$ cat src/rtl/variance_pkg.sv
// Shared definitions for the block-variance unit: FSM state encoding and
// helpers that size the accumulator and the final divide-by-shift.
package variance_pkg;

    typedef enum logic [1:0] {
        ST_IDLE  = 2'd0,
        ST_ACCUM = 2'd1,
        ST_DONE  = 2'd2
    } state_t;

    // Right-shift that divides the accumulated sum by the block length.
    function automatic int shift_amount(input int total_samples);
        return $clog2(total_samples);
    endfunction

    // Width that holds TOTAL_SAMPLES full-scale squared differences exactly.
    function automatic int acc_width(input int data_width, input int total_samples);
        return 2 * data_width + $clog2(total_samples);
    endfunction

endpackage

$ cat src/rtl/variance_unit_sq_diff.sv
// Combinational |a - b| followed by its exact square (2*DATA_WIDTH bits).
module sq_diff #(
    parameter int DATA_WIDTH = 8
) (
    input  logic [DATA_WIDTH-1:0]   i_a,
    input  logic [DATA_WIDTH-1:0]   i_b,
    output logic [2*DATA_WIDTH-1:0] o_sq
);

    logic [DATA_WIDTH-1:0] w_abs_diff;

    // Subtract the smaller operand from the larger so the difference never wraps.
    assign w_abs_diff = (i_a >= i_b) ? (i_a - i_b) : (i_b - i_a);

    // Zero-extend before multiplying so the product keeps all 2*DATA_WIDTH bits.
    assign o_sq = {{DATA_WIDTH{1'b0}}, w_abs_diff} * {{DATA_WIDTH{1'b0}}, w_abs_diff};

endmodule

$ cat src/rtl/variance_unit.sv
// Block variance: sums |sample - mean|^2 over TOTAL_SAMPLES consecutive samples
// and reports sum / TOTAL_SAMPLES, saturated to DATA_WIDTH bits.
// Optional feature macro: VARIANCE_UNIT_ROUND_EN (round half up instead of truncating).
module variance_unit
    import variance_pkg::*;
#(
    parameter int DATA_WIDTH    = 8,
    parameter int TOTAL_SAMPLES = 16
) (
    input  logic                  clk,
    input  logic                  rst_n,
    input  logic [DATA_WIDTH-1:0] data_in,
    input  logic                  start_data_in,
    input  logic [DATA_WIDTH-1:0] mean_in,
    output logic [DATA_WIDTH-1:0] variance_out,
    output logic                  ready
);

    localparam int SHIFT = shift_amount(TOTAL_SAMPLES);
    localparam int ACC_W = acc_width(DATA_WIDTH, TOTAL_SAMPLES);
    localparam int CNT_W = SHIFT;
    localparam logic [CNT_W-1:0]      LAST_IDX = CNT_W'(TOTAL_SAMPLES - 1);
    localparam logic [DATA_WIDTH-1:0] SAT_MAX  = {DATA_WIDTH{1'b1}};

    state_t                  r_state;
    state_t                  w_state_next;
    logic [DATA_WIDTH-1:0]   r_mean;
    logic [DATA_WIDTH-1:0]   w_mean_sel;
    logic [DATA_WIDTH-1:0]   r_variance;
    logic [DATA_WIDTH-1:0]   w_result;
    logic [2*DATA_WIDTH-1:0] w_sq;
    logic [ACC_W-1:0]        r_acc;
    logic [ACC_W-1:0]        w_acc_sum;
    logic [ACC_W-1:0]        w_acc_adj;
    logic [ACC_W-1:0]        w_acc_shifted;
    logic [CNT_W-1:0]        r_count;
    logic                    r_ready;
    logic                    w_last;

    // Sample 0 arrives with mean_in before the mean is latched, so use it directly in IDLE.
    assign w_mean_sel = (r_state == ST_IDLE) ? mean_in : r_mean;

    sq_diff #(
        .DATA_WIDTH (DATA_WIDTH)
    ) u_sq_diff (
        .i_a  (data_in),
        .i_b  (w_mean_sel),
        .o_sq (w_sq)
    );

    assign w_acc_sum = r_acc + ACC_W'(w_sq);
    assign w_last    = (r_count == LAST_IDX);

`ifdef VARIANCE_UNIT_ROUND_EN
    // Half an LSB of the quotient added before the shift rounds half up.
    assign w_acc_adj = w_acc_sum + (ACC_W'(1) << (SHIFT - 1));
`else
    assign w_acc_adj = w_acc_sum;
`endif

    assign w_acc_shifted = w_acc_adj >> SHIFT;
    assign w_result      = (w_acc_shifted > ACC_W'(SAT_MAX)) ? SAT_MAX
                                                              : w_acc_shifted[DATA_WIDTH-1:0];

    // State register.
    always_ff @(posedge clk or negedge rst_n) begin
        // NOTE: clocked blocks use non-blocking (<=) so every register samples pre-edge values.
        if (!rst_n) begin
            r_state <= ST_IDLE;
        end else begin
            r_state <= w_state_next;
        end
    end

    // Next-state decode: IDLE waits for start, ACCUM runs to the last sample, DONE lasts one cycle.
    always_comb begin
        // NOTE: default first so every path assigns w_state_next and no latch is inferred.
        w_state_next = r_state;
        case (r_state)
            ST_IDLE:  if (start_data_in) w_state_next = ST_ACCUM;
            ST_ACCUM: if (w_last)        w_state_next = ST_DONE;
            ST_DONE:                     w_state_next = ST_IDLE;
            default:                     w_state_next = ST_IDLE;
        endcase
    end

    // Datapath: latch mean, accumulate squared differences, publish the result with a ready pulse.
    always_ff @(posedge clk or negedge rst_n) begin
        if (!rst_n) begin
            r_acc      <= '0;
            r_count    <= '0;
            r_mean     <= '0;
            r_variance <= '0;
            r_ready    <= 1'b0;
        end else begin
            r_ready <= 1'b0;
            case (r_state)
                ST_IDLE: begin
                    if (start_data_in) begin
                        // Loading sample 0's term (not adding) is what clears the previous block.
                        r_acc   <= ACC_W'(w_sq);
                        r_count <= CNT_W'(1);
                        r_mean  <= mean_in;
                    end
                end
                ST_ACCUM: begin
                    r_acc   <= w_acc_sum;
                    r_count <= r_count + CNT_W'(1);
                    if (w_last) begin
                        r_variance <= w_result;
                        r_ready    <= 1'b1;
                    end
                end
                default: begin
                end
            endcase
        end
    end

    assign variance_out = r_variance;
    assign ready        = r_ready;

endmodule

$ cat config.mk
export PLATFORM = sky130hd
export DESIGN_NAME = variance_unit
export DESIGN_NICKNAME = d
export VERILOG_FILES = /design/src/rtl/variance_pkg.sv /design/src/rtl/variance_unit_sq_diff.sv /design/src/rtl/variance_unit.sv
export SDC_FILE = /design/constraint.sdc
export NUM_CORES = 1
export LEC_CHECK = 0
export CAP_MARGIN = 20
export CORE_MARGIN = 2
export CORE_UTILIZATION = 42
export CTS_BUF_LIST = sky130_fd_sc_hd__clkbuf_4
export DETAILED_ROUTE_END_ITERATION = 10
export HOLD_SLACK_MARGIN = 0.12
export PLACE_DENSITY_LB_ADDON = 0.12
export SETUP_SLACK_MARGIN = 0.5
export SLEW_MARGIN = 10
export SYNTH_ARGS = -nofsm -noshare
export SYNTH_HDL_FRONTEND = slang
export SYNTH_SLANG_ARGS = --single-unit
export TNS_END_PERCENT = 50
$ cat constraint.sdc
create_clock -name clk -period 12.8 [get_ports clk]
set_input_delay 1.92 -clock clk [delete_from_list [all_inputs] [get_ports clk]]
set_output_delay 1.92 -clock clk [all_outputs]
set_load 0.01 [all_outputs]
==> summary.txt <==
GRT
  – GRT Overall Usage: 18.56%
  – Vias in the first global route: 4,194
  – Largest net degree at the start of global routing: 44
  – First-pass GRT wire length: 19,620 um
  – Grt ovf: 0
  – Initial antenna violation count: 0

Worst setup path
  – Max stage delay on crit path: 0.68 ns
  – Worst Path Arrival: 11.08 ns
  – Setup CP Type: in -> reg
  – Crit Path Max Fanout: 11
  – Worst r2r src: r_state[0]
  – Setup crit start kind: primary input
  – Critical register-to-register path endpoint: variance_out[5]
  – Worst path most repeated cell: fa_1
  – R2R Setup Slk: 2.81 ns
  – Reg2Reg Depth: 32
  – CP max-delay cell: xor2_1
  – Critical Path Sink Type: register
  – Critical path data required time: 13.08 ns

Clock tree
  – CTS H-tree lvls: 2
  – Post_cts resized: 0
  – Clock Path Buffers: 2
  – CTS tree: done
  – Post-CTS Hold Fix Bufs: 0
  – CTS Root Cell: clkbuf_4
  – Clk sinks: 43
  – CTS buffer count: 5
  – Post-CTS Repair Setup Buffers: 0
  – Reg clk slew, reported paths: 0.15 ns
  – Worst-Skew Late Latency: 0.39 ns

Drt
  – Antenna Nets Post-Route: 0
  – Vias per cell: 5.490
  – Wirelength per Cell: 15.01 um
  – Vias: 4,183
  – DR DRC count: 0
  – DR iter-0 viols: 244
  – Final wirelength: 11,430 um
  – DRT Pass-1 Iters: 5

Placed design
  – IO buf count: 27
  – Detail Placement HPWL: 8929 um
  – Routability cong.: 0.9104

Yosys
  – Largest area contributor in the netlist: dfrtp_1
  – Most frequent cell after synthesis: inv_1
  – Sequential fraction of the synthesis area: 21.49%
  – Ys flop type: dfrtp_1
  – Syn Area/Cell: 8.430 um^2
  – Top post-synthesis cells by area: dfrtp_1 (21%), ha_1 (16%), fa_1 (10%)
  – Number of flops mapped to enable cells by yosys: 0
  – Asr flop ratio synth: 100.0%
  – FF+latch count, synth: 43
  – Mapped Nets: 704
  – Gate Count Post-Synth: 594
  – Most instantiated cells after synthesis: inv_1 (67), ha_1 (65), nor2_1 (58)
  – Post-Syn Area: 5007 um^2
  – Yosys cell types: 57
  – Synth Warn #: 0
  – Synth top area share: 21.49%

Timing
  – Setup TNS: 0 ns
  – Max frequency: 92.62 MHz
  – Skew final: 0.006742 ns
  – Max_slew headroom: 32.29%
  – Slew Limit Fails: 0
  – Unrepaired setup endpoints after global routing: no
  – Tmin final: 10.80 ns
  – Measured slew at the worst slew-check pin: 1.016 ns
  – Final period utilization: 84.35%
  – Final setup viols: 0
  – Fin. Hold Viols: 0

Status
  – Run status: finished, final reports clean

Die
  – Die width: 113.2 um
  – Core Region: 11,520 um^2
  – Number of core rows: 39
  – Die area: 12,810 um^2
  – Die Ht: 113.2 um
  – Initial Utilization: 43.48%
  – Io pins: 28

Flow run
  – Max-cap viol count: 0

Min path
  – Hold Path Class: reg -> reg
  – Worst-case hold path end point: r_mean[1]
  – HP Start: r_mean[1]
  – Hold depth: 2

Layout
  – N_diodes: 0
  – Layout cells sized above 1: 6.139%
  – Nets@finish: 728
  – Area grow syn2layout: 10.49%
  – Core Util, Final: 48.04%
flip-flops by register name (all words and copies together) (netlist names):
signal and cells:
r_count 4, ready 1, r_mean 8, variance_out 8, r_state 2, r_acc 20
critical path: cells and delay by family:
family / cells / cell delay [ns]
muxes: 2 / 0.59
adders and majority gates: 8 / 3.45
and+or+nand+nor: 6 / 1.40
buffers and inverters: 5 / 0.65
xor gates and xnor gates: 2 / 0.88
AOI/OAI and AO/OA: 9 / 2.18
area by class of cell:
class	count	area, um^2
fillers	1148	5983
multi-input cells	468	3618
clock inverters	3	47.55
clock buffers	5	37.54
repair buffers	33	322.8
inverters	67	251.5
well taps	143	178.9
flip-flops and latches	43	1076
kinds of logic (layout without fill, tap and decap cells):
family / Yosys count / in the layout / synth area share (%)
and+or+nand+nor: 177 / 177 / 16.39
AOI/OAI and AO/OA: 148 / 148 / 19.24
adders and majority gates: 91 / 91 / 26.64
DFF: 43 / 43 / 21.49
muxes: 16 / 16 / 3.398
buffers and inverters: 83 / 108 / 6.247
xor gates and xnor gates: 36 / 36 / 6.597
through the flow:
stage	cells	cell area [um^2]	setup slack [ns]	hold slack (ns)
2_1_floorplan	594	5007	2.864	0.4417
4_1_cts	760	5505	1.998	0.4975
3_3_place_gp	751	5413	1.713	0.4550
3_5_place_dp	752	5420	1.579	0.4639
6_report	762	5533	2.003	0.4992
5_1_grt	762	5533	1.555	0.5268
metal layers:
| layer | GRT usage [%] | share of wire (%) | up-vias |
|---|---|---|---|
| li1 | - | - | 2097 |
| met1 | 24.05 | 47 | 2000 |
| met2 | 32.81 | 48 | 73 |
| met3 | 2.839 | 3.3 | 13 |
| met4 | 3.984 | 1.3 | 0 |
| met5 | 0 | 0 | - |
cell usage in the layout, fill, tap and decap left out, drive strengths merged, types with 3 or more instances in the layout:
cell type and count:
inv 68, ha 65, nor2 58, nand2 53
dfrtp 43, a21oi 42, o21ai 37, fa 26
clkdlybuf4s50 26, xnor2 19, xor2 17, a21o 17
nand3 14, a31oi 9, nor3 9, a22oi 9
mux2 8, mux2i 8, or2 7, buf 7
nor2b 6, nand2b 6, and3 6, a221o 5
clkbuf 5, o21a 4, nand4 4, o21bai 3
a2111oi 3, or3 3, or4 3
worst max-delay path by stage:
stage                     depth (start not counted)              end  slack, ns        from
after global placement                           31  variance_out[7]       1.71  mean_in[0]
after detailed placement                         32  variance_out[1]       1.58  mean_in[0]
after global routing                             32  variance_out[6]       1.55  mean_in[0]
after CTS                                        32  variance_out[5]       2.00  mean_in[0]
final                                            32  variance_out[5]       2.00  mean_in[0]
after floorplan                                  34  variance_out[6]       2.86  mean_in[0]
Power is left out: the tool's default activity adds up to more than one toggle a clock period on the data nets, which glitch-free logic cannot reach.
